==> src/rtl/leaf_prim_scheduler_pkg.sv <==
// Shared types for the leaf primitive scheduler: default widths, leaf/range records
// and the iterator state encoding.
package leaf_prim_scheduler_pkg;

  localparam int BVH_PRIMITIVE_INDEX_WIDTH  = 16;
  localparam int BVH_PRIMITIVE_AMOUNT_WIDTH = 8;

  typedef struct packed {
    logic [BVH_PRIMITIVE_INDEX_WIDTH-1:0]  start_prim;
    logic [BVH_PRIMITIVE_AMOUNT_WIDTH-1:0] num_prim;
  } BVH_Leaf;

  typedef struct packed {
    logic [BVH_PRIMITIVE_INDEX_WIDTH-1:0]  start;
    logic [BVH_PRIMITIVE_AMOUNT_WIDTH-1:0] num;
  } PrimRange;

  typedef enum logic [1:0] {
    S_Idle = 2'd0,
    S_Emit = 2'd1,
    S_Done = 2'd2
  } LeafSchedState;

endpackage

==> src/rtl/leaf_prim_scheduler_fifo.sv <==
// Range FIFO with two ordered write lanes and one read port. Writes beyond the free
// space are dropped and flagged; flush empties the queue and discards same-cycle writes.
module leaf_prim_scheduler_fifo
  import leaf_prim_scheduler_pkg::*;
#(
  parameter type entry_t = PrimRange,
  parameter int  DEPTH   = 8,
  localparam int PTR_W   = $clog2(DEPTH),
  localparam int LVL_W   = PTR_W + 1
) (
  input  logic             clk,
  input  logic             reset,
  input  logic             flush,
  input  logic [1:0]       push_cnt,
  input  entry_t           push_data [2],
  input  logic             pop,
  output entry_t           head,
  output logic [LVL_W-1:0] occupancy_next,
  output logic             empty,
  output logic             dropped
);

  entry_t           mem [DEPTH];
  logic [PTR_W-1:0] wr_ptr;
  logic [PTR_W-1:0] rd_ptr;
  logic [LVL_W-1:0] occupancy;
  logic [LVL_W-1:0] free_slots;
  logic [1:0]       accepted;

  always_comb begin
    free_slots = LVL_W'(DEPTH) - occupancy;
    accepted   = push_cnt;
    // Lane 0 sits in push_data[0], so truncating the count keeps it for the last slot.
    if (LVL_W'(push_cnt) > free_slots) accepted = free_slots[1:0];
    dropped        = (accepted != push_cnt);
    occupancy_next = flush ? '0 : occupancy + LVL_W'(accepted) - LVL_W'(pop);
  end

  assign empty = (occupancy == '0);
  assign head  = mem[rd_ptr];

  always_ff @(posedge clk or posedge reset) begin
    if (reset) begin
      wr_ptr    <= '0;
      rd_ptr    <= '0;
      occupancy <= '0;
    end else if (flush) begin
      wr_ptr    <= '0;
      rd_ptr    <= '0;
      occupancy <= '0;
    end else begin
      wr_ptr    <= wr_ptr + PTR_W'(accepted);
      rd_ptr    <= rd_ptr + PTR_W'(pop);
      occupancy <= occupancy_next;
    end
  end

  always_ff @(posedge clk) begin
    if (!flush) begin
      if (accepted != 2'd0) mem[wr_ptr] <= push_data[0];
      if (accepted == 2'd2) mem[wr_ptr + PTR_W'(1)] <= push_data[1];
    end
  end

endmodule

==> src/rtl/leaf_prim_scheduler.sv <==
// Buffers leaf ranges from BVH traversal and walks each one, issuing one primitive
// index per accepted handshake with back-to-back range chaining.
module leaf_prim_scheduler
  import leaf_prim_scheduler_pkg::*;
#(
  parameter int PRIM_INDEX_WIDTH  = BVH_PRIMITIVE_INDEX_WIDTH,
  parameter int PRIM_AMOUNT_WIDTH = BVH_PRIMITIVE_AMOUNT_WIDTH,
  parameter int RANGE_FIFO_DEPTH  = 8
) (
  input  logic                         clk,
  input  logic                         reset,
  input  logic                         restart_strobe,
  input  logic [PRIM_INDEX_WIDTH-1:0]  in_start_prim [2],
  input  logic [PRIM_AMOUNT_WIDTH-1:0] in_num_prim [2],
  input  logic                         bvh_finished,
  output logic                         ranges_full,
  output logic [PRIM_INDEX_WIDTH-1:0]  prim_index,
  output logic                         prim_valid,
  input  logic                         prim_ready,
  output logic                         all_done,
  output logic                         overflow
);

  localparam int LVL_W = $clog2(RANGE_FIFO_DEPTH) + 1;

  typedef struct packed {
    logic [PRIM_INDEX_WIDTH-1:0]  start;
    logic [PRIM_AMOUNT_WIDTH-1:0] num;
  } range_t;

  LeafSchedState                state, state_next;
  logic [PRIM_INDEX_WIDTH-1:0]  cur_start, offset;
  logic [PRIM_AMOUNT_WIDTH-1:0] remaining;
  logic [1:0]                   lane_push;
  range_t                       lane_range [2];
  range_t                       push_data [2];
  range_t                       fifo_head, load_range;
  logic [1:0]                   push_cnt;
  logic                         handshake, last_hs, fifo_pop, bypass, load;
  logic                         fifo_empty, fifo_dropped;
  logic [LVL_W-1:0]             fifo_occupancy_next;

  always_comb begin
    for (int k = 0; k < 2; k++) begin
      lane_push[k]        = (in_num_prim[k] != '0);
      lane_range[k].start = in_start_prim[k];
      lane_range[k].num   = in_num_prim[k];
    end
  end

  always_comb begin
    handshake  = (state == S_Emit) && prim_ready;
    last_hs    = handshake && (remaining == PRIM_AMOUNT_WIDTH'(1));
    fifo_pop   = ((state == S_Idle) || last_hs) && !fifo_empty;
    // An idle block with nothing buffered takes the first incoming range directly.
    bypass     = (state == S_Idle) && fifo_empty && (|lane_push);
    load       = fifo_pop || bypass;
    load_range = fifo_pop ? fifo_head : (lane_push[0] ? lane_range[0] : lane_range[1]);
    push_data[0] = lane_push[0] ? lane_range[0] : lane_range[1];
    push_data[1] = lane_range[1];
    push_cnt     = {1'b0, lane_push[0]} + {1'b0, lane_push[1]};
    if (bypass) begin
      push_data[0] = lane_range[1];
      push_cnt     = {1'b0, &lane_push};
    end
  end

  leaf_prim_scheduler_fifo #(
    .entry_t (range_t),
    .DEPTH   (RANGE_FIFO_DEPTH)
  ) u_fifo (
    .clk            (clk),
    .reset          (reset),
    .flush          (restart_strobe),
    .push_cnt       (push_cnt),
    .push_data      (push_data),
    .pop            (fifo_pop),
    .head           (fifo_head),
    .occupancy_next (fifo_occupancy_next),
    .empty          (fifo_empty),
    .dropped        (fifo_dropped)
  );

  always_comb begin
    state_next = state;
    case (state)
      S_Idle: begin
        if (load)              state_next = S_Emit;
        else if (bvh_finished) state_next = S_Done;
      end
      S_Emit:  if (last_hs && !fifo_pop) state_next = S_Idle;
      S_Done:  if (|lane_push) state_next = S_Idle;
      default: state_next = S_Idle;
    endcase
    if (restart_strobe) state_next = S_Idle;
  end

  always_ff @(posedge clk or posedge reset) begin
    if (reset) state <= S_Idle;
    else       state <= state_next;
  end

  always_ff @(posedge clk or posedge reset) begin
    if (reset) begin
      cur_start   <= '0;
      offset      <= '0;
      remaining   <= '0;
      overflow    <= 1'b0;
      ranges_full <= 1'b0;
    end else if (restart_strobe) begin
      cur_start   <= '0;
      offset      <= '0;
      remaining   <= '0;
      overflow    <= 1'b0;
      ranges_full <= 1'b0;
    end else begin
      if (load) begin
        cur_start <= load_range.start;
        offset    <= '0;
        remaining <= load_range.num;
      end else if (handshake) begin
        offset    <= offset + PRIM_INDEX_WIDTH'(1);
        remaining <= remaining - PRIM_AMOUNT_WIDTH'(1);
      end
      overflow    <= overflow | fifo_dropped;
      ranges_full <= (fifo_occupancy_next >= LVL_W'(RANGE_FIFO_DEPTH - 1));
    end
  end

  assign prim_valid = (state == S_Emit);
  assign prim_index = prim_valid ? cur_start + offset : '1;
  assign all_done   = (state == S_Done);

endmodule

==> config.mk <==
export PLATFORM = sky130hd
export DESIGN_NAME = leaf_prim_scheduler
export DESIGN_NICKNAME = d
export VERILOG_FILES = /design/src/rtl/leaf_prim_scheduler_pkg.sv /design/src/rtl/leaf_prim_scheduler_fifo.sv /design/src/rtl/leaf_prim_scheduler.sv
export SDC_FILE = /design/constraint.sdc
export NUM_CORES = 1
export LEC_CHECK = 0
export BUFFER_PORTS_ARGS = -buffer_cell sky130_fd_sc_hd__buf_2
export CAP_MARGIN = 40
export CORE_MARGIN = 2
export CORE_UTILIZATION = 33
export CTS_BUF_LIST = sky130_fd_sc_hd__clkbuf_4
export CTS_CLUSTER_DIAMETER = 120
export DETAILED_ROUTE_END_ITERATION = 8
export GPL_TIMING_DRIVEN = 1
export RECOVER_POWER = 100
export SKIP_LAST_GASP = 1
export SLEW_MARGIN = 0
export SYNTH_ARGS = -nofsm -noshare
export SYNTH_HDL_FRONTEND = slang
export SYNTH_SLANG_ARGS = --single-unit
export TNS_END_PERCENT = 100
==> constraint.sdc <==
create_clock -name clk -period 8.8 [get_ports clk]
set_clock_uncertainty 0.2 [all_clocks]
set_input_delay 2.2 -clock clk [delete_from_list [all_inputs] [get_ports clk]]
set_output_delay 2.2 -clock clk [all_outputs]
set_load 0.05 [all_outputs]
Yosys cells after proc, flatten, opt, wreduce, memory -nomap -nowiden
Memory sizes are Yosys's and may differ from the RTL's. Cells that the tools add are included.

Bits in registers: 54. Bits in latches: 0. RAM bits: 192. Bits in read-only memories: 0. Bits of input ports: 53. Output and inout port bits: 20. Logic and storage cells: 83. Memories: 1.

Add/sub/neg operators: 10. Multipliers: 0. Div/mod/pow operators: 0. Order comparisons: 2. Eq/ne operators: 8. Shift-type cells: 0. Mux-type cells: 32. Bitwise logic cells: 1. Reduce and logical (&&, ||, !) cells: 20.

Memory list: u_fifo.mem (words 8, bits a word 24, rd ports 1, clocked after memory_dff 0, wr ports 2, RTL line leaf_prim_scheduler_fifo.sv:23) `entry_t mem [DEPTH];`.

Operators by type and width (number): $mux 16 (6); $mux 24 (3); $mux 8 (3); $add 16x1->16 const B (1); $add 16x16->16 (1); $reduce_bool 8->1 (2); $mux 2 (7); $eq 8x1->1 const B (1); $mux 1 (8); $mux 4 (2); $sub 8x1->8 const B (1); $logic_and 1x1->1 (6); $mux 3 (2); $ne 3x2->1 const B (2); $pmux 2 s3 (1); $add 4x2->4 (1); $eq 2x2->1 const B (2); $ge 4x3->1 const B (1); $gt 2x4->1 (1); $logic_not 4->1 (1); $ne 4x4->1 const B (1); $reduce_bool 2->1 (2); $sub 4x1->4 (1); $sub 4x4->4 const A (1); 14 further kinds (16).

Depth between registers and ports, before layout
Depth in word-level cells: 11. Mapped depth: 23. Mapped depth without buffers: 20.

By module
From an unflattened synthesis, not the netlist that was laid out.

Cells, all modules: 1085. Area, all modules: 14420.1 um^2.

By module, submodules not included: leaf_prim_scheduler_fifo (instances 1, cells an instance 603, area each 10555.1 um^2, sequential area each 6015.8 um^2); leaf_prim_scheduler (instances 1, cells an instance 482, area each 3865.0 um^2, sequential area each 1101.1 um^2).

Worst setup path before layout
No wires, ideal clock.

Kind: input port to flip-flop. From: input in_num_prim[11] (netlist name). To: memory u_fifo.mem[5][0] (netlist name), enable pin. Setup time: 0.410 ns. Data arrival time: 6.244 ns. Required time: 8.190 ns. Slack: 1.946 ns. Stages on the path: 13. Path buffers: 1. Cells stage by stage: or4_1 > nor3_4 > buf_2 > ha_1 > or3_4 > o21ai_0 > inv_1 > ha_1 > nor2_1 > a311oi_2 > a21oi_2 > nor3_1 > o21bai_1.

RTL lines: start: declaration (RTL line leaf_prim_scheduler.sv:14) `input logic [PRIM_AMOUNT_WIDTH-1:0] in_num_prim [2],`; end: declaration (RTL line leaf_prim_scheduler_fifo.sv:23).

==> results by group <==
Critical path
  – CP Class: in2reg
  – Crit path max-delay cell type: clkbuf_1
  – CP startpoint kind: primary input
  – CP dominant cell by count: ha_1
  – Critical path data arrival time: 7800 ps
  – Worst path cell trace: buf_2 > or4_1 > nor3_4 > ha_1 > or3_4 > o21ai_0 > inv_1 > ha_1 > nor2_1 > a311oi_1 > and2_0 > o2111a_1 > clkbuf_1 > mux2_2
  – Worst setup EP type: flip-flop
  – Max FO, Critical Path: 15
  – Worst path max stage delay: about 950 ps
  – CP required: 9000 ps

Clock network
  – Number of gates resized after cts: 0
  – Htree depth: 3
  – Clock sink count: 246
  – Root Driver: clkbuf_4
  – CTS max path bufs: 3
  – Reg clk slew, reported paths: around 60 ps
  – Clk_lat worst skew: 670 ps
  – CTS tree: done
  – CTS Hold Buffers Added: 0
  – Postcts setup bufs: 0
  – Clock buffer count from CTS: 68

Yosys
  – Yosys reg bits: about 250
  – Post-synth EDFFs: 192
  – Synth Area in Compound Gates: 15.4%
  – Mapped Cells: 1,275
  – Net Count, Synth: around 1,400
  – Mapped cell area: 15,100 um^2
  – Synth unique cells: 70
  – Post-synthesis async set-or-reset flop share: 22.0%
  – Mux cell area share after synthesis: 15.2%
  – Synth Area in Adders: 3.04%
  – Main synth FF type: edfxtp_1
  – Synth Area in Simple Gates: between 10% and 20%
  – Sequential share of the synthesized area: 47.1%
  – Largest family of logic cells by synthesized area: compound AO/OA/AOI/OAI gates
  – Post-Synth XOR/XNOR Area: 1.56%
  – Synthesis warning total: 0
  – Avg Inst Size Synth: 11.9 um^2

Pwr
  – Sequential cell fraction of total power: 34.2%
  – P_int: 3120 uW
  – Maximum VDD drop: 0.222 mV
  – Logic pwr share: a little under half
  – PwrDens: 323 nW/um^2
  – Pleak: between 0.005 and 0.006 uW
  – Net Sw Power: 2260 uW
  – Clock Power Share: around a fifth
  – Total power: between 5000 and 6000 uW
  – Switching share of power: 42.0%

Drt
  – Drt pass-1 iters: 5
  – DRC: 0
  – Final ANT Viol Nets: 0
  – Vias/cell: about 6.0
  – Final wirelength: 44,500 um
  – Routed length per instance: 22.4 um
  – DRT iter0 DRCs: 1,233
  – DR vias: 11,800

Timing
  – Final Hold Vio Count: 0
  – RSZ-0062 raised after global routing: false
  – Setup violators final: 0
  – TNS Setup: 0 ps
  – Slew headroom: -103%
  – Maximum clock rate: 132 MHz
  – Slew Limit Fails: between 100 and 150
  – Slew @ Worst Pin: 3040 ps
  – Fin crit share: 86.4%
  – Final Critical Period: 7600 ps

Placed design
  – Port bufs: 72
  – RD Place Congestion: 0.845
  – DP HPWL: ~30,000 um

Floorplanning
  – DIE AREA: 47,600 um^2
  – Initial core utilization: 33.4%
  – FP Rows: 78
  – Core area: between 40,000 and 50,000 um^2
  – DIE HEIGHT: 218 um
  – IO Count: 73
  – Die X: 218 um

GRT
  – GRT Overall Usage: 18.7%
  – Initial antenna violation count: 1
  – Vias in the first global route: between 10,000 and 15,000
  – Largest net degree at the start of global routing: between 80 and 90
  – First-pass GRT wire length: roughly 69,000 um
  – Total grt overflow: 0

Cells and area
  – Area growth syn-to-layout: 10.1%
  – Nets: 1,425
  – Share of layout cells above drive strength 1: 21.5%

Outcome
  – Status: complete, but fails checks
  – Failing checks: max-capacitance violations, max-slew violations

Job
  – Max-Cap Viols: 3

Worst hold path
  – Hold crit path type: reg2reg
==> registers in the layout, indices dropped and copies added (netlist names) <==
| name | cells |
|---|---|
| offset | 16 |
| u_fifo.mem | 192 |
| cur_start | 16 |
| overflow | 1 |
| u_fifo.wr_ptr | 3 |
| u_fifo.rd_ptr | 3 |
| state | 2 |
| ranges_full | 1 |
| u_fifo.occupancy | 4 |
| remaining | 8 |
==> final timing paths <==
path	from	end	slack (ps)	cells after the start
min reg2reg	overflow	overflow	320	2
min	overflow	overflow	320	2
max reg2reg	u_fifo.occupancy[0]	u_fifo.mem[1][4]	3220	12
max	in_num_prim[10]	u_fifo.mem[1][4]	1200	14
max in group asynchronous	reset	u_fifo.rd_ptr[0]	3770	3
min in group asynchronous	reset	overflow	2470	3
==> metal layers <==
layer	wire [um]	global-route usage, %	share of wire [%]
met4	1410	8.10	3.2
met1	19300	25.5	43
met3	3330	3.43	7.5
met5	0	0	0
met2	20500	29.0	46
==> layout by cell type (no fill, tap or decap), types with 32 or more instances in the layout <==
cell type	n
clkbuf_1	41
nand3_1	76
mux2i_1	39
ha_1	32
a211oi_1	43
mux4_2	48
clkbuf_4	109
nand4_1	72
nand2_1	73
edfxtp_1	192
inv_1	33
dfrtp_1	51
mux2_2	42
buf_2	51
o221ai_1	128
nor2_1	57
==> power by group through the flow <==
stage               combinational, uW  clock (uW)  sequential [uW]
floorplan                        1900           0             1800
finish                           2500        1040             1840
detailed placement               2540           0             1860
CTS                              2550        1060             1840
global placement                 2390           0             1900
global route                     2720        1120             1870
==> cells in the mapped netlist (6+ instances only) <==
| cell | count | share of area (%) |
|---|---|---|
| a211oi_1 | 43 | 2.1 |
| a21o_1 | 8 | 0.40 |
| a21oi_1 | 25 | 0.83 |
| a22o_1 | 7 | 0.41 |
| a31oi_1 | 6 | 0.25 |
| and2_1 | 7 | 0.29 |
| and3_1 | 7 | 0.29 |
| buf_1 | 6 | 0.15 |
| buf_2 | 46 | 1.5 |
| buf_6 | 18 | 1.3 |
| clkbuf_1 | 52 | 1.3 |
| dfrtp_1 | 54 | 8.9 |
| edfxtp_1 | 192 | 38 |
| ha_1 | 32 | 2.6 |
| inv_1 | 32 | 0.79 |
| mux2_2 | 42 | 3.1 |
| mux2_4 | 24 | 2.4 |
| mux2i_1 | 39 | 2.6 |
| mux4_2 | 48 | 7.1 |
| nand2_1 | 74 | 1.8 |
| nand3_1 | 76 | 2.5 |
| nand4_1 | 72 | 3.0 |
| nor2_1 | 60 | 1.5 |
| nor2b_1 | 25 | 1.0 |
| nor3_1 | 10 | 0.33 |
| nor4_1 | 7 | 0.29 |
| o2111a_1 | 11 | 0.82 |
| o21a_1 | 8 | 0.40 |
| o21ai_0 | 17 | 0.56 |
| o21bai_1 | 8 | 0.40 |
| o221ai_1 | 128 | 7.4 |
| or3_1 | 8 | 0.33 |
| xnor2_1 | 13 | 0.75 |
| xor2_1 | 14 | 0.81 |
==> final cells by class <==
class	count	area, um^2
inverters	34	128
diodes	1	2.50
repair buffers	116	652
clock inverters	10	38.8
well taps	600	751
clock buffers	109	818
fillers	4494	28600
multi-input cells	871	7140
flip-flops and latches	246	7120
==> cells by family (layout without fill, tap and decap cells) <==
logic type | count (synthesis) | in the layout
other | 0 | 1
flip-flops | 246 | 246
adder cells (fa/ha/maj) | 35 | 35
XOR/XNOR | 27 | 27
buffers and inverters | 158 | 269
AO/OA/AOI/OAI | 291 | 291
multiplexers | 153 | 153
AND/OR/NAND/NOR | 365 | 365
==> metrics by stage <==
step / cells / worst slack (ps) / hold WS [ps] / util (%) / area (um^2)
final: 1987 / 1200 / 317 / 36.8 / 16700
after global routing: 1987 / 911 / 370 / 36.8 / 16700
after CTS: 1986 / 1900 / 322 / 37.3 / 16900
after detailed placement: 1867 / 1160 / 312 / 35.4 / 16000
after global placement: 1858 / 1030 / 308 / 35.1 / 15900
after floorplan: 1275 / 1950 / 306 / - / 15100
==> critical path: cells and delay by family <==
family	cells	cell delay [ps]
simple gates	5	2120
fa+ha+maj	2	630
buf+inv	3	1190
mux	1	420
compound gates	3	1200
(Power assumes the default switching activity.)
